## src/rtl/ifetch_queue.sv

```systemverilog
// Fetch queue: accepts PC addresses, reads the synchronous instruction ROM and
// buffers {pc, instr} pairs in a small FIFO toward decode, with branch flush.
module ifetch_queue #(
    parameter int ADDR_W  = 32,
    parameter int DATA_W  = 32,
    parameter int IMEM_AW = 8,
    parameter int DEPTH   = 4
) (
    input  logic                       clock_in,
    input  logic                       reset,
    input  logic                       pc_valid,
    input  logic [ADDR_W-1:0]          pc_addr,
    output logic                       pc_ready,
    output logic                       imem_en,
    output logic [IMEM_AW-1:0]         imem_addr,
    input  logic [DATA_W-1:0]          imem_rdata,
    input  logic                       flush,
    output logic                       id_valid,
    input  logic                       id_ready,
    output logic [ADDR_W-1:0]          id_pc,
    output logic [DATA_W-1:0]          id_instr,
    output logic [$clog2(DEPTH):0]     occupancy
);

    localparam int PW = $clog2(DEPTH);
    localparam int CW = PW + 1;

    typedef struct packed {
        logic [ADDR_W-1:0] pc;
        logic [DATA_W-1:0] instr;
    } entry_t;

    entry_t          mem [DEPTH];
    entry_t          head;
    logic [PW-1:0]   wr_ptr;
    logic [PW-1:0]   rd_ptr;
    logic [CW-1:0]   count;
    logic            inflight;
    logic [ADDR_W-1:0] pc_q;
    logic [CW:0]     pending;
    logic            accept;
    logic            push;
    logic            pop;

    // An in-flight fetch reserves a slot, so a full FIFO never overflows when
    // the ROM word lands; a same-cycle pop earns no credit.
    assign pending   = {1'b0, count} + {{CW{1'b0}}, inflight};
    assign pc_ready  = !reset && !flush && (pending < (CW+1)'(DEPTH));
    assign accept    = pc_valid && pc_ready;
    assign imem_en   = accept;
    assign imem_addr = pc_addr[IMEM_AW+1:2];

    assign push      = inflight && !flush;
    assign id_valid  = (count != '0);
    assign pop       = id_valid && id_ready && !flush;
    assign occupancy = count;

    assign head      = mem[rd_ptr];
    assign id_pc     = id_valid ? head.pc    : '0;
    assign id_instr  = id_valid ? head.instr : '0;

    // NOTE: sequential state uses non-blocking assignments so every flop
    // samples pre-edge values regardless of process evaluation order.
    always_ff @(posedge clock_in or posedge reset) begin
        if (reset) begin
            count    <= '0;
            wr_ptr   <= '0;
            rd_ptr   <= '0;
            inflight <= 1'b0;
            pc_q     <= '0;
        end else if (flush) begin
            count    <= '0;
            wr_ptr   <= '0;
            rd_ptr   <= '0;
            inflight <= 1'b0;
        end else begin
            inflight <= accept;
            if (accept)
                pc_q <= pc_addr;
            if (push)
                wr_ptr <= wr_ptr + PW'(1);
            if (pop)
                rd_ptr <= rd_ptr + PW'(1);
            case ({push, pop})
                2'b10:   count <= count + CW'(1);
                2'b01:   count <= count - CW'(1);
                default: count <= count;
            endcase
        end
    end

    // NOTE: storage is not reset; outputs are gated by id_valid, so stale
    // entries are never observable and the array can map to plain RAM.
    always_ff @(posedge clock_in) begin
        if (push)
            mem[wr_ptr] <= '{pc: pc_q, instr: imem_rdata};
    end

endmodule

```

## config.mk

```make
export PLATFORM = sky130hd
export DESIGN_NAME = ifetch_queue
export DESIGN_NICKNAME = d
export VERILOG_FILES = /design/src/rtl/ifetch_queue.sv
export SDC_FILE = /design/constraint.sdc
export NUM_CORES = 1
export LEC_CHECK = 0
export CAP_MARGIN = 30
export CORE_ASPECT_RATIO = 0.9
export CORE_MARGIN = 4
export CORE_UTILIZATION = 55
export CTS_CLUSTER_DIAMETER = 30
export CTS_CLUSTER_SIZE = 8
export DETAILED_ROUTE_END_ITERATION = 6
export PLACE_DENSITY = 0.79
export REMOVE_ABC_BUFFERS = 1
export SLEW_MARGIN = 10
export SYNTH_ARGS = -nofsm -noshare
export SYNTH_HDL_FRONTEND = slang
export SYNTH_SLANG_ARGS = --single-unit
```

## constraint.sdc

```tcl
create_clock -name clock_in -period 3.25 [get_ports clock_in]
set_input_delay 0.65 -clock clock_in [delete_from_list [all_inputs] [get_ports clock_in]]
set_output_delay 0.65 -clock clock_in [all_outputs]
set_load 0.05 [all_outputs]
```

Yosys cells after proc, flatten, opt, wreduce, memory -nomap -nowiden
Memories as Yosys holds them, arrays and structs flattened.
Cells that the tools add are included.
W data, S select, Z words.
Word-level totals
  register bits after elaboration: 40
  memory bits (writable): 256
  bits of input ports: 69
  output and inout port bits: 78
  word-level logic and storage cells: 39
  memories: 1
Memory list
  mem: depth 4, width 64, rd ports 1, clocked after Yosys merged registers in 0, write ports 1, line 33  | entry_t mem [DEPTH];
Cells by class
  add/subtract/negate cells: 5
  order comparisons: 1
  equality and inequality tests: 2
  muxes and demuxes: 11
  bitwise gates (word level): 1
  reductions and logical operators: 13
Operators with widths (number)
  $mux W32: 2
  $mux W2: 4
  $logic_and A1 B1 Y1: 6
  $pmux W3 S2: 1
  $reduce_bool A3 Y1: 2
  $add A2 B1 Y2 const B: 2
  $add A3 B1 Y4: 1
  $lt A4 B3 Y1 const B: 1
  $reduce_bool A2 Y1: 2
  $add A3 B1 Y3 const B: 1
  $mux W1: 3
  $mux W3: 1
  $sub A3 B1 Y3 const B: 1
  $eq A2 B1 Y1 const B: 1
  $eq A2 B2 Y1 const B: 1
  $logic_not A1 Y1: 2
  $reduce_and A2 Y1: 1
  $not A1 Y1: 1

Depth between registers and ports, before layout
  depth after elaboration: 6
  depth in mapped cells: 6
  depth with buffers taken out: 6

Least setup slack after synthesis
OpenSTA, ideal clock, no wires.
  path kind: in2reg
  from: input port flush
  to: memory mem[0][0] (netlist bit), enable pin
  setup time: 0.429 ns
  data arrival time: 2.472 ns
  data required time: 2.821 ns
  path slack: 0.349 ns
  stages on the path: 3
  path buffers: 1
  cell sequence: buf_6 nor2b_1 and2_1
Between the ends
  word-level cells in the longest chain between the ends: 4
RTL lines
  start: declaration: line 17  | input logic flush,
  $logic_not A1 Y1: line 53  | assign push = inflight && !flush;
  $logic_and A1 B1 Y1: line 53
  $mux W1: line 95  | if (push)
  $mux W1 (implied by the code): line 96  | mem[wr_ptr] <= '{pc: pc_q, instr: imem_rdata};
  end: declaration: line 33
No other way between the ends.

Worst setup path after layout
  from: register rd_ptr[0]
  to: output port id_pc[11]
Between the ends
  word-level cells in the longest chain between the ends: 2
RTL lines
  start: declaration: line 36  | logic [PW-1:0] rd_ptr;
  start signal: assignment: line 83  | rd_ptr <= rd_ptr + PW'(1);
  $mem_v2 Z4 W64
  $mux W32: line 59  | assign id_pc = id_valid ? head.pc : '0;
  end: declaration: line 20  | output logic [ADDR_W-1:0] id_pc,
No other way between the ends.

==> summary.md <==
| Metric | Value |
|---|---|
| Clock sink count | `296` |
| Ys flop type | `edfxtp_1` |
| DIE HEIGHT | `146 um` |
| Worst Tran Pin Value | `0.680 ns` |
| Max-slew violation count | `0` |
| Reg2reg start | `occupancy[0]$_DFFE_PP0P_` |
| 1st-pass router iterations | `5` |
| Initial antenna violation count | `0` |
| WHS Endpoint | `mem[3][58]$_DFFE_PP_` |
| Clk Latency, worst-skew pair | `0.52 ns` |
| Largest net degree at the start of global routing | `36` |
| Lkg Pwr | `5.31 nW` |
| GP Congestion | `0.764` |
| Top post-synthesis cells by area | `edfxtp_1 67%, mux4_2 12%, dfrtp_1 8.7%` |
| Setup Crit Path Kind | `register to output pin` |
| Cell Pwr Density | `709 nW/um^2` |
| Seq/Total Area, Yosys | `0.752` |
| # rows | `50` |
| Reg-to-reg endpoint | `occupancy[2]$_DFFE_PP0P_` |
| EDFF count, synth | `256` |
| WL per Instance | `22.3 um` |
| First-pass GRT wire length | `36600 um` |
| Drt total wl | `23200 um` |
| Crit-path max FO | `28` |
| Placed inst area | `13200 sq um` |
| Max Cap Violations | `0` |
| Power consumption | `10.5 mW` |
| Vias | `5727` |
| I/O Buffers | `146` |
| Total die area | `23400 sq um` |
| Synthesis-to-layout area growth | `28.3%` |
| Element type at the critical path end | `output pin` |
| YS warnings | `0` |
| Vias/cell | `5.51` |
| CTS Buffer Depth | `3` |
| Core area | `20700 sq um` |
| Final Hold Viols | `0` |
| Setup Skew | `0.0148 ns` |
| Post-synth top area share | `0.665` |
| Max-slew headroom | `0.547` |
| Most common cell in the synthesized netlist | `edfxtp_1` |
| Worst-path clk slew | `0.04 ns` |
| Period utilisation layout | `0.939` |
| Arrival time worst endpoint | `2.40 ns` |
| # DRC | `0` |
| Peak VDD IR | `0.000470 V` |
| Leading area contributor after synthesis | `edfxtp_1` |
| Post-route minimum period | `3.05 ns` |
| Final instance area | `14800 sq um` |
| Hold Path Depth | `0` |
| Post-CTS sizing | `0` |
| Outcome | `finished, final reports clean` |
| Cells after synthesis | `535` |
| Unrepaired setup endpoints after global routing | `no` |
| Flop2flop setup slack | `0.94 ns` |
| Fill cells | `1187` |
| Maximum clock rate | `328 MHz` |
| Die X | `161 um` |
| DP HPWL | `13900 um` |
| Root Buffer | `clkbuf_16` |
| Startpoint Class | `register` |
| Hold_buf cts | `0` |
| Share of post-route cells with drive strength above 1 | `0.347` |
| Total GRT Usage | `0.201` |
| # IOs | `147` |
| Inserted Diodes | `0` |
| Worst Hold Launch | `pc_q[26]$_DFFE_PP0P_` |
| H-tree Lvls | `2` |
| Vias in the first global route | `6438` |
| Seq cells post-synth | `296` |
| Mean Syn Cell Area | `21.6 sq um` |
| Antenna Nets Post-Route | `0` |
| Final setup vio count | `0` |
| Async S/R FF share, synth | `0.135` |
| TritonCTS clock tree | `built` |
| Crit path launch | `rd_ptr[0]$_DFFE_PP0P_` |
| Starting density of the core | `0.558` |
| R2r worst-path depth | `6` |
| Finished Core Util | `0.716` |
| Layout Nets | `794` |
| Initial DRC Count | `403` |
| Synthesized cell area | `11600 sq um` |
| # Post-CTS Setup Buffers | `0` |
| Synth unique cells | `33` |
| Worst EP required | `2.60 ns` |
| Num CTS Buffers | `52` |
| Commonest cells post-synth | `256 x edfxtp_1, 68 x and2_1, 64 x mux4_2, 40 x dfrtp_1, 28 x mux2_4` |
| Grt ovf | `0` |
| HP Class | `register to register` |
-- flip-flops by register name, indices dropped and copies added, names as in the netlist --
signal / flops
rd_ptr: 2
wr_ptr: 2
occupancy: 3
pc_q: 32
mem: 256
inflight: 1
-- cell usage in the layout, fill, tap and decap left out, types with 6 or more instances in the layout --
cell type and count:
and2_1 64, buf_12 6, buf_4 79, clkbuf_1 10, clkbuf_16 53, clkdlybuf4s50_1 80, clkinv_1 8, clkinv_2 8
dfrtp_1 38, edfxtp_1 256, mux2_4 28, mux4_2 64, nor2_1 6
-- worst max path at each step --
stage / end / slack [ns] / depth (start not counted)
2_1_floorplan: id_instr[0] / -0.98 / 2
3_3_place_gp: imem_en / 0.53 / 5
3_5_place_dp: imem_en / 0.48 / 5
4_1_cts: id_pc[11] / 0.14 / 4
5_1_grt: id_pc[17] / 0.07 / 4
6_report: id_pc[11] / 0.20 / 4
-- final cells by class --
class,count,area [sq um],area share
clock inverter,21,178,0.0120
tap,286,358,0.0241
timing repair buffer,165,1510,0.102
inverter,5,18.8,0.00127
multi-input combinational,200,2650,0.179
clock buffer,67,1420,0.0957
sequential,296,8700,0.586
-- metal layers --
metal	GRT usage	vias to the layer above	part of all wire	wire length, um
met5	0	-	0	0
met2	0.327	226	0.49	11400
met3	0.0504	29	0.074	1710
met1	0.282	2968	0.42	9770
met4	0.0422	0	0.012	289
li1	-	2504	-	-
-- per-stage QoR --
step | worst slack [ns] | TNS, ns | hold slack [ns] | instances
3_3_place_gp | 0.530 | 0 | 0.479 | 952
6_report | 0.199 | 0 | 0.518 | 1040
3_5_place_dp | 0.482 | 0 | 0.508 | 952
4_1_cts | 0.142 | 0 | 0.515 | 1040
2_1_floorplan | -0.977 | -62.52 | 0.471 | 501
5_1_grt | 0.0726 | 0 | 0.534 | 1040
-- critical path: stages, from the launching register on --
cell and delay (ns):
dfrtp_4 0.63, buf_12 0.29, mux4_2 0.54, and2_1 0.21, buf_4 0.20
-- where the power goes --
| part | internal [mW] | leakage (nW) | switching, mW |
|---|---|---|---|
| sequential | 4.36 | 2.79 | 0.146 |
| combinational | 0.502 | 1.73 | 0.634 |
| clock | 3.25 | 0.788 | 1.61 |
-- cells by family (layout without fill, tap and decap cells) --
logic type	Yosys count	count (layout)	synth area share
xor gates and xnor gates	6	6	0.00455
DFF	296	296	0.752
and+or+nand+nor	84	84	0.0455
adders and majority gates	5	5	0.00606
AOI/OAI and AO/OA	7	7	0.00531
muxes	98	98	0.167
buffers and inverters	39	258	0.0200
No activity file was read; power rests on OpenSTA's default activity.
